File: src/rtl/regfile_writeback_pkg.sv
// Shared constants and types for the register-file write-back controller.
package regfile_writeback_pkg;

  localparam int REG_AWIDTH = 5;
  localparam int NUM_REGS   = 32;
  localparam int WB_DWIDTH  = 32;

  typedef logic [REG_AWIDTH-1:0] reg_addr_t;

  // One pending register-file write: destination and data.
  typedef struct packed {
    reg_addr_t            wa;
    logic [WB_DWIDTH-1:0] wd;
  } wr_req_t;

endpackage

File: src/rtl/regfile_writeback_wb_fifo.sv
// Single-clock FIFO holding returned load results until they win the write port.
module wb_fifo #(
  parameter int DEPTH = 2,
  parameter int WIDTH = 37
) (
  input  logic             clk,
  input  logic             rst,
  input  logic             push_i,
  input  logic [WIDTH-1:0] data_i,
  input  logic             pop_i,
  output logic [WIDTH-1:0] data_o,
  output logic             full_o,
  output logic             empty_o
);

  localparam int AW = (DEPTH > 1) ? $clog2(DEPTH) : 1;
  localparam int CW = AW + 1;

  logic [WIDTH-1:0] mem_q [DEPTH];
  logic [AW-1:0]    wr_ptr_q, wr_ptr_d;
  logic [AW-1:0]    rd_ptr_q, rd_ptr_d;
  logic [CW-1:0]    count_q, count_d;
  logic             do_push, do_pop;

  assign full_o  = (count_q == CW'(DEPTH));
  assign empty_o = (count_q == '0);
  assign do_push = push_i && !full_o;
  assign do_pop  = pop_i && !empty_o;
  assign data_o  = mem_q[rd_ptr_q];

  // Next pointer and occupancy values; DEPTH is a power of two so pointers wrap naturally.
  always_comb begin
    // NOTE: every combinational output gets a default first so no path leaves it unassigned (no latch).
    wr_ptr_d = wr_ptr_q;
    rd_ptr_d = rd_ptr_q;
    count_d  = count_q;
    if (do_push) wr_ptr_d = wr_ptr_q + 1'b1;
    if (do_pop)  rd_ptr_d = rd_ptr_q + 1'b1;
    unique case ({do_push, do_pop})
      2'b10:   count_d = count_q + 1'b1;
      2'b01:   count_d = count_q - 1'b1;
      default: count_d = count_q;
    endcase
  end

  // Pointer and occupancy registers; reset empties the FIFO.
  always_ff @(posedge clk) begin
    // NOTE: sequential state uses non-blocking assignments so all registers update from pre-edge values.
    if (rst) begin
      wr_ptr_q <= '0;
      rd_ptr_q <= '0;
      count_q  <= '0;
    end else begin
      wr_ptr_q <= wr_ptr_d;
      rd_ptr_q <= rd_ptr_d;
      count_q  <= count_d;
    end
  end

  // Storage write; written entries are only ever read after the count says they are valid.
  always_ff @(posedge clk) begin
    // NOTE: storage is deliberately not reset; stale contents are unreachable once the pointers clear.
    if (do_push) mem_q[wr_ptr_q] <= data_i;
  end

endmodule

File: src/rtl/regfile_writeback.sv
// Write-port controller: arbitrates ALU results and buffered load results onto
// the register file's single write port and tracks destinations of outstanding loads.
module regfile_writeback
  import regfile_writeback_pkg::*;
#(
  parameter int LD_DEPTH   = 2,
  parameter int STARVE_MAX = 4,
  parameter int DWIDTH     = WB_DWIDTH
) (
  input  logic                  clk,
  input  logic                  rst,
  input  logic                  alu_valid,
  output logic                  alu_ready,
  input  logic [REG_AWIDTH-1:0] alu_wa,
  input  logic [DWIDTH-1:0]     alu_wd,
  input  logic                  ld_valid,
  output logic                  ld_ready,
  input  logic [REG_AWIDTH-1:0] ld_wa,
  input  logic [DWIDTH-1:0]     ld_wd,
  input  logic                  issue_valid,
  input  logic [REG_AWIDTH-1:0] issue_wa,
  input  logic [REG_AWIDTH-1:0] ra1,
  input  logic [REG_AWIDTH-1:0] ra2,
  output logic                  busy1,
  output logic                  busy2,
  output logic                  we,
  output logic [REG_AWIDTH-1:0] wa,
  output logic [DWIDTH-1:0]     wd,
  output logic                  waw_err
);

  localparam int SW = $clog2(STARVE_MAX + 1);

  typedef struct packed {
    reg_addr_t         wa;
    logic [DWIDTH-1:0] wd;
  } ld_req_t;

  ld_req_t             fifo_in, fifo_head;
  logic                fifo_full, fifo_empty;
  logic                force_fifo, alu_win, fifo_win;
  logic [SW-1:0]       starve_q, starve_d;
  logic [NUM_REGS-1:0] busy_q, busy_d;
  logic                we_q, we_d;
  reg_addr_t           wa_q, wa_d;
  logic [DWIDTH-1:0]   wd_q, wd_d;
  logic                waw_q, waw_d;

  // ld_ready looks only at registered occupancy, so a same-cycle pop never frees a slot.
  assign ld_ready = !fifo_full && !rst;
  assign fifo_in  = '{wa: ld_wa, wd: ld_wd};

  wb_fifo #(
    .DEPTH (LD_DEPTH),
    .WIDTH ($bits(ld_req_t))
  ) u_fifo (
    .clk     (clk),
    .rst     (rst),
    .push_i  (ld_valid && ld_ready),
    .data_i  (fifo_in),
    .pop_i   (fifo_win),
    .data_o  (fifo_head),
    .full_o  (fifo_full),
    .empty_o (fifo_empty)
  );

  assign alu_ready = !force_fifo;
  assign busy1     = busy_q[ra1];
  assign busy2     = busy_q[ra2];
  assign we        = we_q;
  assign wa        = wa_q;
  assign wd        = wd_q;
  assign waw_err   = waw_q;

  // Arbitration, output next-state, starvation counter, scoreboard and WAW detection.
  always_comb begin
    force_fifo = !fifo_empty && (starve_q == SW'(STARVE_MAX));
    alu_win    = alu_valid && !force_fifo;
    fifo_win   = !alu_win && !fifo_empty;

    we_d     = 1'b0;
    wa_d     = wa_q;
    wd_d     = wd_q;
    waw_d    = waw_q;
    busy_d   = busy_q;
    starve_d = '0;

    if (alu_win) begin
      we_d = (alu_wa != '0);
      wa_d = alu_wa;
      wd_d = alu_wd;
      if ((alu_wa != '0) && busy_q[alu_wa]) waw_d = 1'b1;
    end else if (fifo_win) begin
      we_d = (fifo_head.wa != '0);
      wa_d = fifo_head.wa;
      wd_d = fifo_head.wd;
      busy_d[fifo_head.wa] = 1'b0;
    end

    // The ALU overtaking a waiting load ages the load; anything else resets the age.
    if (!fifo_empty && alu_win && (starve_q != SW'(STARVE_MAX)))
      starve_d = starve_q + 1'b1;
    else if (!fifo_empty && alu_win)
      starve_d = starve_q;

    // A new issue to the same register outranks the clear from a retiring load.
    if (issue_valid) busy_d[issue_wa] = 1'b1;
    busy_d[0] = 1'b0;
  end

  // Write-port, scoreboard and status registers.
  always_ff @(posedge clk) begin
    if (rst) begin
      we_q     <= 1'b0;
      wa_q     <= '0;
      wd_q     <= '0;
      waw_q    <= 1'b0;
      busy_q   <= '0;
      starve_q <= '0;
    end else begin
      we_q     <= we_d;
      wa_q     <= wa_d;
      wd_q     <= wd_d;
      waw_q    <= waw_d;
      busy_q   <= busy_d;
      starve_q <= starve_d;
    end
  end

endmodule

File: config.mk
export PLATFORM = sky130hd
export DESIGN_NAME = regfile_writeback
export DESIGN_NICKNAME = d
export VERILOG_FILES = /design/src/rtl/regfile_writeback_pkg.sv /design/src/rtl/regfile_writeback_wb_fifo.sv /design/src/rtl/regfile_writeback.sv
export SDC_FILE = /design/constraint.sdc
export NUM_CORES = 1
export LEC_CHECK = 0
export BUFFER_PORTS_ARGS = -buffer_cell sky130_fd_sc_hd__buf_2
export CORE_UTILIZATION = 50
export CTS_BUF_LIST = sky130_fd_sc_hd__clkbuf_4 sky130_fd_sc_hd__clkbuf_8 sky130_fd_sc_hd__clkbuf_16
export DETAILED_ROUTE_END_ITERATION = 8
export GPL_TIMING_DRIVEN = 1
export HOLD_SLACK_MARGIN = 0.15
export PLACE_DENSITY = 0.74
export SLEW_MARGIN = 30
export SYNTH_ARGS = -nofsm -noshare
export SYNTH_HDL_FRONTEND = slang
export SYNTH_SLANG_ARGS = --single-unit
File: constraint.sdc
create_clock -name clk -period 6.6 [get_ports clk]
set_input_delay 0.66 -clock clk [delete_from_list [all_inputs] [get_ports clk]]
set_output_delay 0.66 -clock clk [all_outputs]
set_load 0.05 [all_outputs]
# After elaboration in Yosys (flattened, before gate mapping)
# Memories as Yosys holds them, arrays and structs flattened. A register that Yosys moved wholly into a read port is not among the register bits.
# Cells that the tools add are included.
# op_classes
n_addsub,5
order_cmp,7
eq_ne,6
mux,26
n_bitwise,3
n_reduce_logical,23
# ops
operator,count
$mux 32,5
$and 32x32->32,1
$not 32->32,1
$or 32x32->32,1
$lt 5x6->1 const B,5
$bmux 1 s5,3
$logic_and 1x1->1,12
$mux 1,11
$demux 1 s5,2
$ge 5x1->1 const B,2
$mux 5,2
$reduce_bool 5->1,2
$mux 3,2
$logic_not 1->1,5
$eq 2x2->1 const B,2
$pmux 2 s2,1
$reduce_bool 2->1,2
$add 3x1->3 const B,1
$eq 3x3->1 const B,1
$ne 3x3->1 const B,1
$add 1x1->1 const B,2
$add 2x1->2 const B,1
$eq 2x1->1 const B,1
$logic_not 2->1,1
other kinds (3),3
# word_totals
regBits,78
ramBits,74
input_bits,94
output_inout_bits,43
wordCells,81
mem_count,1
# mem_list
memory,words,width,rd,rd_ports_with_merged_regs,wr,line,text
u_fifo.mem_q,2,37,1,1,1,regfile_writeback_wb_fifo.sv:19,logic [WIDTH-1:0] mem_q [DEPTH];

# Depth between registers and ports, before layout
# logic_depth
ltp_word,11
ltp_mapped,9
ltp_nobuf,8

# Hierarchy
# From an unflattened synthesis, not the netlist that was laid out.
# unflattened
hier_cells,613
hier_area_um2,6805.3
# modules_own_cells
mod,n_inst,cells_each,area_per_inst_um2
regfile_writeback,1,472,3922.5
wb_fifo,1,141,2882.8

# Worst setup path before layout
# Ideal clock, no wire load.
# synth_path
path_type,in2out
startpoint,input ra1[1]
endpoint,output busy1
t_arrival_ns,2.353
setup_slack_ns,3.587
path_stages,5
path_cell_list,buf_4 -> mux2i_1 -> mux4_2 -> mux2_2 -> o21ai_1
# synth_between
elab_chain_cells,2
# synth_lines
item,line,text
from (decl),regfile_writeback.sv:22,"input logic [REG_AWIDTH-1:0] ra1,"
$bmux 1 s5,regfile_writeback.sv:68,assign busy1 = busy_q[ra1];
$mux 1 (implied by the code),regfile_writeback.sv:68,
to (decl),regfile_writeback.sv:24,"output logic busy1,"
# Every way passes these cells. The select of a mux whose other input is x is not followed.

# Worst setup path after layout
# layout_path
startpoint,input ra2[1]
endpoint,output busy2
# layout_between
elab_chain_cells,2
# layout_lines
item,line,text
from (decl),regfile_writeback.sv:23,"input logic [REG_AWIDTH-1:0] ra2,"
$bmux 1 s5,regfile_writeback.sv:69,assign busy2 = busy_q[ra2];
$mux 1 (implied by the code),regfile_writeback.sv:69,
to (decl),regfile_writeback.sv:25,"output logic busy2,"
# Every way passes these cells. The select of a mux whose other input is x is not followed.

==> qor.yml <==
timing.hold.ws_ns: 0.418
synth-edff-count: 74
start_util_pct: 51.4
synth.distinct_cells: 47
tns_ns: 0
power_density_mw_per_mm2: 332
grt_pass1_vias: 5176
drv_cap: 0
cts.reportedPaths.clkPinSlew_ns: 0.06
relSlewSlack_pct: 33.3
synthFlopType: "dfxtp_1"
slowest_delay_ns: 0.57
via_per_inst: 5.85
place_inst: 861
worstPathCellList: "buf_2, mux4_1, mux4_2, nand2_1, o21ai_1, buf_2"
final_antenna_net_count: 0
grt_pass1_wl_um: 26100
antenna_found_initial: 1
yosysWarnings: 0
cts_buffer_depth: 2
rr_endpoint: "u_fifo.count_q[1]$_SDFFE_PP0P_"
firstDrtPassIters: 5
synth_area_sq_mm: 0.00681
die_area_sq_mm: 0.0141
rsz0062_at_grt: "false"
cp_num_buf_inv: 2
status: "finished, final reports clean"
grt_max_degree: 78
min_path_cells: 1
slew_viol_final: 0
start_kind: "primary input"
finClkSkew_ns: 0.00741
nets: 801
synth-seq-cells: 152
end_kind: "output pin"
drt-initial-drc-count: 366
detail_route.drc_violations: 0
io_buffers: 136
io_pins: 137
clkLatencyLatePin_ns: 0.43
cts-buffers-inserted: 17
cp_top_family: "multiplexers"
r2r-start: "starve_q[0]$_SDFFE_PP0P_"
die_x_um: 119
syn2layout_area_growth_pct: 19.9
place_hpwl_um: 11600
syn_nets: 679
ff2ff_setup_slack_ns: 4.37
dieHeight_um: 119
cpMostUsedCell: "buf_2"
grt_use_total_pct: 24.5
hold-path-endpoint: "u_fifo.mem_q[1][16]$_DFFE_PP_"
syn_area_per_cell_sq_um: 11.7
antenna_cells: 0
ys_seq_area_share_pct: 55.6
clock_sinks: 152
place_congestion: 0.956
wl_um: 16700
fmax_ghz: 0.341
wire_per_inst_um: 18.7
ctsRootBufferMaster: "clkbuf_16"
hold_path_class: "in2reg"
worstMarginPinSlew_ns: 0.999
synthArstFlopShare_pct: 0
core_sq_mm: 0.0132
syn_inst: 582
worst_ep_required_time_ns: 5.94
critical_path_peak_fanout: 10
min_period_ns: 2.93
worstSetupStartpoint: "ra2[1]"
critPathKind: "in2out"
cts_tree: "done"
cts-resized-gates: 0
r2r_cells: 8
period_share_pct: 44.5
drive_gt1_share_pct: 32.9
setup_viol: 0
final_cells: 893
cts_hold_buf: 0
vdd_drop_max_mv: 0.199
cp_slowest_cell: "mux4_1"
hold_viol_final: 0
post-cts-setup-buffer-count: 0
cp.arrival_ns: 2.27
min_from: "ld_wd[16]"
rows: 42
gr-total-overflow: 0
power.static_leakage_nw: 3.02
power_mw: 2.71
htreeDepth: 4
vias: 5226
==> report_power, final <==
group          switching, mW  internal, mW  leakage [nW]  total (mW)
registers             0.0806          1.08          1.32        1.16
logic                  0.420         0.226          1.44       0.647
clock network          0.371         0.527         0.262       0.899
total                  0.872          1.84          3.02        2.71
==> per-stage QoR <==
| step | setup WS (ns) | instance area, sq um | util [%] |
|---|---|---|---|
| after floorplan | 3.59 | 6810 | - |
| after global placement | 3.69 | 7550 | 57.0 |
| after detailed placement | 3.67 | 7610 | 57.4 |
| after CTS | 3.66 | 8160 | 61.6 |
| after global routing | 3.59 | 8160 | 61.6 |
| final | 3.67 | 8160 | 61.6 |
==> registers in the layout (all words and copies together) (netlist names), named ones only <==
register / count
busy_q: 31
starve_q: 3
u_fifo.count_q: 2
u_fifo.mem_q: 74
u_fifo.rd_ptr_q: 1
u_fifo.wr_ptr_q: 1
wa: 5
waw_err: 1
wd: 32
we: 1
==> routing by layer <==
layer | routed length, um | up-vias | global-route usage [%]
met5 | 13 | - | 0
met4 | 444 | 2 | 12.4
met3 | 1140 | 46 | 6.23
met2 | 8280 | 217 | 39.8
met1 | 6820 | 2526 | 30.3
li1 | - | 2435 | -
==> cell usage in the layout, fill, tap and decap left out, types with 3 or more instances in the layout <==
cell type	n
a21oi_1	68
mux2_2	40
nand2_1	71
o211ai_1	16
nor2_4	3
nor2_1	14
mux2i_1	19
buf_2	136
ha_1	3
buf_4	4
a22oi_1	26
xnor2_1	4
and3_1	4
mux4_2	18
nand3_1	10
clkinvlp_4	4
nor3b_1	7
clkbuf_4	3
or3_1	3
and3b_1	6
edfxtp_1	74
o21ai_0	33
inv_1	6
dfxtp_1	77
nand3b_1	11
nor2b_1	4
clkbuf_16	17
==> how the worst max path moves through the flow <==
stage	slack (ns)	to	cells after the start
after floorplan	3.59	busy1	5
after global placement	3.69	u_fifo.mem_q[1][24]$_DFFE_PP_	5
after detailed placement	3.67	busy2	6
after CTS	3.66	busy2	6
after global routing	3.59	busy2	6
final	3.67	busy2	6
==> logic make-up after synthesis <==
| kind of cell | synth area share [%] |
|---|---|
| AOI/OAI and AO/OA | 13.8 |
| DFF | 55.6 |
| and+or+nand+nor | 10.3 |
| muxes | 15.8 |
| buffers and inverters | 3.40 |
| xor gates and xnor gates | 0.643 |
| adders and majority gates | 0.552 |
==> cells in the mapped netlist (all sizes together), types with 2 or more instances <==
| cell | number | share of area [%] |
|---|---|---|
| dfxtp | 78 | 23 |
| edfxtp | 74 | 33 |
| nand2 | 71 | 3.9 |
| a21oi | 68 | 5.0 |
| mux2 | 40 | 6.6 |
| o21ai | 35 | 2.6 |
| a22oi | 26 | 2.9 |
| buf | 22 | 2.1 |
| mux2i | 19 | 2.8 |
| mux4 | 19 | 6.3 |
| clkbuf | 17 | 0.96 |
| nor2 | 17 | 0.97 |
| o211ai | 16 | 1.8 |
| nand3b | 11 | 1.2 |
| nand3 | 10 | 0.74 |
| nor3b | 7 | 0.77 |
| and3b | 6 | 0.77 |
| inv | 6 | 0.33 |
| and3 | 4 | 0.37 |
| nor2b | 4 | 0.37 |
| xnor2 | 4 | 0.51 |
| ha | 3 | 0.55 |
| or3 | 3 | 0.28 |
| a221oi | 2 | 0.26 |
| a222oi | 2 | 0.29 |
| and2 | 2 | 0.18 |
| nor3 | 2 | 0.15 |
| o2111ai | 2 | 0.26 |
==> final cells by class <==
type / instances / area, sq um
Timing Repair Buffer: 142 / 766
Tap cell: 176 / 220
Sequential cell: 152 / 3790
Fill cell: 1056 / 5080
Clock inverter: 12 / 104
Multi-Input combinational cell: 385 / 2810
Inverter: 6 / 22.5
Clock buffer: 20 / 448
Power figures use the tool's default switching activity.
